**src/rtl/phase_sequencer.sv**
```systemverilog
// Phase sequencer: steps a 5-phase instruction cycle, handles run/stop/step
// control, halt on decoded HLT, and steals one-cycle debug memory slots at boundaries.
module phase_sequencer (
  input  logic        clk,
  input  logic        reset,
  input  logic        exec_pulse,
  input  logic        step,
  input  logic        halt,
  input  logic        dbg_req,
  output logic [4:0]  ph_en,
  output logic        dbg_gnt,
  output logic        mem_sel,
  output logic        running,
  output logic        halted,
  output logic [15:0] instr_count
);

  localparam logic [1:0] ST_STOP = 2'd0;
  localparam logic [1:0] ST_RUN  = 2'd1;
  localparam logic [1:0] ST_HALT = 2'd2;
  localparam logic [1:0] ST_DBG  = 2'd3;

  localparam logic [2:0] PH_LAST = 3'd4;

  logic [1:0]  state_q, state_d;
  logic [2:0]  phase_q, phase_d;
  logic        stop_pend_q, stop_pend_d;
  logic        step_mode_q, step_mode_d;
  logic [1:0]  ret_q, ret_d;
  logic [15:0] cnt_q, cnt_d;
  logic [1:0]  bnd_nxt;

  always_comb begin
    state_d     = state_q;
    phase_d     = phase_q;
    stop_pend_d = stop_pend_q;
    step_mode_d = step_mode_q;
    ret_d       = ret_q;
    cnt_d       = cnt_q;
    bnd_nxt     = ST_RUN;

    case (state_q)
      ST_STOP: begin
        if (exec_pulse) begin
          state_d     = ST_RUN;
          phase_d     = '0;
          step_mode_d = 1'b0;
          stop_pend_d = 1'b0;
        end else if (step) begin
          state_d     = ST_RUN;
          phase_d     = '0;
          step_mode_d = 1'b1;
          stop_pend_d = 1'b0;
        end else if (dbg_req) begin
          state_d = ST_DBG;
          ret_d   = ST_STOP;
        end
      end

      ST_RUN: begin
        // Phase 4 is the instruction boundary: the only point where halt,
        // stop requests and debug steals take effect.
        if (phase_q >= PH_LAST) begin
          cnt_d       = cnt_q + 16'd1;
          stop_pend_d = 1'b0;
          step_mode_d = 1'b0;
          phase_d     = '0;
          if (halt)
            bnd_nxt = ST_HALT;
          else if (stop_pend_q || step_mode_q)
            bnd_nxt = ST_STOP;
          else
            bnd_nxt = ST_RUN;
          if (dbg_req) begin
            state_d = ST_DBG;
            ret_d   = bnd_nxt;
          end else begin
            state_d = bnd_nxt;
          end
        end else begin
          phase_d = phase_q + 3'd1;
          if (exec_pulse && !stop_pend_q)
            stop_pend_d = 1'b1;
        end
      end

      ST_HALT: begin
        if (dbg_req) begin
          state_d = ST_DBG;
          ret_d   = ST_HALT;
        end
      end

      ST_DBG: begin
        state_d = ret_q;
        phase_d = '0;
      end

      default: begin
        state_d = ST_STOP;
        phase_d = '0;
      end
    endcase
  end

  always_ff @(posedge clk or posedge reset) begin
    if (reset) begin
      state_q     <= ST_STOP;
      phase_q     <= '0;
      stop_pend_q <= 1'b0;
      step_mode_q <= 1'b0;
      ret_q       <= ST_STOP;
      cnt_q       <= '0;
    end else begin
      state_q     <= state_d;
      phase_q     <= phase_d;
      stop_pend_q <= stop_pend_d;
      step_mode_q <= step_mode_d;
      ret_q       <= ret_d;
      cnt_q       <= cnt_d;
    end
  end

  // Outputs decode registered state only, so reset clears them without a clock.
  always_comb begin
    ph_en = '0;
    if (state_q == ST_RUN)
      ph_en = 5'b00001 << phase_q;
  end

  assign dbg_gnt     = (state_q == ST_DBG);
  assign mem_sel     = (state_q == ST_DBG);
  assign running     = (state_q == ST_RUN);
  assign halted      = (state_q == ST_HALT);
  assign instr_count = cnt_q;

endmodule

```
**config.mk**
```make
export PLATFORM = sky130hd
export DESIGN_NAME = phase_sequencer
export DESIGN_NICKNAME = d
export VERILOG_FILES = /design/src/rtl/phase_sequencer.sv
export SDC_FILE = /design/constraint.sdc
export NUM_CORES = 1
export LEC_CHECK = 0
export ABC_AREA = 1
export CAP_MARGIN = 20
export CORE_UTILIZATION = 40
export DETAILED_ROUTE_END_ITERATION = 12
export PLACE_DENSITY_LB_ADDON = 0.3
export SLEW_MARGIN = 20
export SYNTH_ARGS = -nofsm -noshare
export SYNTH_HDL_FRONTEND = slang
export SYNTH_SLANG_ARGS = --single-unit
```
**constraint.sdc**
```tcl
create_clock -name clk -period 1.98 [get_ports clk]
set_input_delay 0.396 -clock clk [delete_from_list [all_inputs] [get_ports clk]]
set_output_delay 0.396 -clock clk [all_outputs]
set_load 0.005 [all_outputs]
```
==> summary.txt <==
Global routing
  • First-pass GRT wire length: 5.33 mm
  • Antenna violations before repair: 0
  • All-layer global routing usage: between 10% and 20%
  • Largest net degree at the start of global routing: 26
  • Via count of the first global-routing pass: 1,208
  • Total gr overflow: 0

CTS
  • CTS clk-pin slew, worst paths: around 90 ps
  • CTS Buffer Depth: 2
  • Clock root cell: clkbuf_8
  • CTS tree: done
  • H-tree depth: 1
  • CTS Buf Count: 3
  • Clock Latency Late Sink: roughly 270 ps
  • CTS Sinks: 25

Detailed routing
  • Avg WL per Cell: around 11 um
  • 1st-iter DRT viols: 83
  • Post-route ant nets: 0
  • DR pass1 iterations: 4
  • Vias per Instance: about 4.5
  • Routed WL: 3.13 mm
  • Residual DRC count: 0
  • Detailed-route via count: around 1,300

Power and ir drop
  • Sw Share: 38.6%
  • Worst VDD drop: 0.000447 V
  • Pwr dens: roughly 920 mW/mm^2
  • Comb power frac: 50.5%
  • Clk pwr share: approximately 15%
  • Leak: 1.14 nW
  • Internal: about 1.2 mW
  • Sequential cell fraction of total power: between 30 and 40%
  • Switching Power: about 0.75 mW

Place
  • Gp weighted congestion: approximately 0.82
  • Pre-CTS setup slack: roughly 120 ps
  • Dpl hpwl: between 2 and 2.5 mm
  • Port Buffers: 30
  • DP Area: between 0.0015 and 0.002 mm^2

Timing
  • Fmax: 521 MHz
  • Layout Skew: 8.65 ps
  • Final Setup Violations: 0
  • Tightest Pin Transition: about 320 ps
  • RSZ-0062 raised after global routing: no
  • Final slew viol count: 0
  • Minimum clock period: ~1900 ps
  • Fin crit share: between 90 and 100%
  • Final TNS setup: 0 ps
  • Setup slack after layout: just over 60 ps
  • Worst slew margin: between 70% and 80%
  • Fin. Hold Viols: 0

Finish
  • Ratio of cells with drive above 1 in the final layout: roughly 16%
  • Multi-input logic area: 846 um^2
  • Post-route cell area: roughly 0.0021 mm^2
  • Final net count: 260
  • Fill count: 320
  • Synthesis-to-layout area growth: 33.2%
  • Antenna Cells: 0
  • FF/Latch Area: roughly 630 um^2

Floorplan
  • Die Ht: approximately 65 um
  • Die width: roughly 65 um
  • Die area: around 0.0042 mm^2
  • CORE AREA: about 0.0037 mm^2
  • Ports: 31
  • Initial core utilization: 42.4%
  • Num rows: 22

Critical path
  • Arr. time, crit path: between 1500 and 2000 ps
  • Crit Path Category: flop to primary output
  • CP Max Fanout: 4
  • CP Data Required Time: between 1500 and 2000 ps
  • Startpoint Class: flop
  • CP Capture Type: primary output

Synthesis
  • Post-Syn Area per Cell: ~8 um^2
  • Register bit total from synthesis: 25
  • Cell Area, Synth: 0.00157 mm^2
  • Synth warn: 0
  • Syn nets: 215
  • Sequential-to-total area share from yosys stat: 39.7%
  • Post-Syn Instances: between 150 and 200
  • Post-synthesis cell type count: 23

Status
  • Outcome: finished, final reports clean

Job
  • MaxCap Viol Count: 0

Min path
  • Hold Path Class: primary input to async pin
-- critical path, cell delays in order (launching register included) --
cell and delay, ps:
dfrtp_2 440, buf_6 120, ha_2 190, clkdlybuf4s50_1 500
-- registers in the layout, indices dropped and copies added, names as in the netlist --
signal,cells
ret_q,2
instr_count,16
stop_pend_q,1
state_q,2
step_mode_q,1
phase_q,3
-- logic make-up (layout without fill, tap and decap cells) --
family,after synthesis,after routing,share of synthesized area (%)
AOI/OAI and AO/OA,16,16,5.17
xor gates and xnor gates,9,9,5.48
adders and majority gates,13,13,10.3
buffers and inverters,35,79,8.59
DFF,25,25,39.7
and+or+nand+nor,98,98,30.7
-- cell type report --
cell class	instances	area share, %
Timing Repair Buffer	41	18.4
Tap cell	48	2.86
Clock inverter	1	0.239
Sequential cell	25	30.0
Multi-Input combinational cell	136	40.3
Clock buffer	3	1.97
Inverter	34	6.21
-- worst paths after layout --
kind,from,endpoint,slack (ps),cells after the start
setup / recovery,state_q[0]$_DFFE_PP0N_,mem_sel,60,3
hold / removal,reset,instr_count[8]$_DFFE_PP0P_,470,3
setup reg to reg,state_q[1]$_DFFE_PP0N_,instr_count[12]$_DFFE_PP0P_,300,12
hold reg to reg,instr_count[15]$_DFFE_PP0P_,instr_count[15]$_DFFE_PP0P_,510,2
max in group asynchronous,reset,state_q[0]$_DFFE_PP0N_,1250,3
min in group clk,instr_count[15]$_DFFE_PP0P_,instr_count[15]$_DFFE_PP0P_,510,2
-- layer usage --
metal  routed length [um]  global-route usage, %  share of wire, %
met3                  100                   3.35               3.2
met2                 1450                   27.5                46
met5                    0                      0                 0
met1                 1560                   21.5                50
met4                   25                   4.17              0.80
-- through the flow --
| stage | utilization (%) | cells | total power, mW | hold WS, ps |
|---|---|---|---|---|
| 4_1_cts | 56.2 | 289 | 1.93 | 476 |
| 2_1_floorplan | - | 196 | 1.19 | 423 |
| 3_3_place_gp | 53.1 | 279 | 1.51 | 485 |
| 6_report | 56.4 | 288 | 1.93 | 471 |
| 5_1_grt | 56.4 | 288 | 2.09 | 490 |
| 3_5_place_dp | 53.1 | 279 | 1.52 | 491 |
-- repair_timing --
item / 4_1_cts / 5_1_grt
setup buffers: 6 / 0
pin swaps: 1 / 1
endpoints found under the setup margin: 6 / 4
gates resized for setup: 16 / 6
hold buffers: 0 / 0
-- placed cells by master (no fill, tap or decap), drive strengths merged, types with 2 or more instances in the layout --
cell type	count
nand2	52
xor2	5
nor2	25
buf	11
nand3	11
clkbuf	3
nand4	4
dlygate4sd2	5
a21oi	3
clkdlybuf4s50	24
nor3	3
ha	13
dfrtp	25
nand3b	2
inv	34
xnor2	4
o21ai	12
-- power groups by stage --
stage               Sequential (mW)  Clock, mW  Combinational [mW]
CTS                           0.650      0.311               0.968
global route                  0.671      0.331                1.09
detailed placement            0.658          0               0.862
floorplan                     0.655          0               0.534
finish                        0.660      0.295               0.976
global placement              0.657          0               0.855
-- Yosys cell counts, drive strengths merged --
cell type	count	area share, %
a21oi	3	0.95
a31oi	1	0.40
and3	1	0.40
buf	1	0.48
dfrtp	25	40
ha	13	10
inv	34	8.1
nand2	52	14
nand3	11	3.5
nand3b	2	0.95
nand4	4	1.6
nor2	25	9.8
nor3	3	0.95
o21ai	12	3.8
xnor2	4	2.2
xor2	5	3.3
No activity file was read; power rests on OpenSTA's default activity.
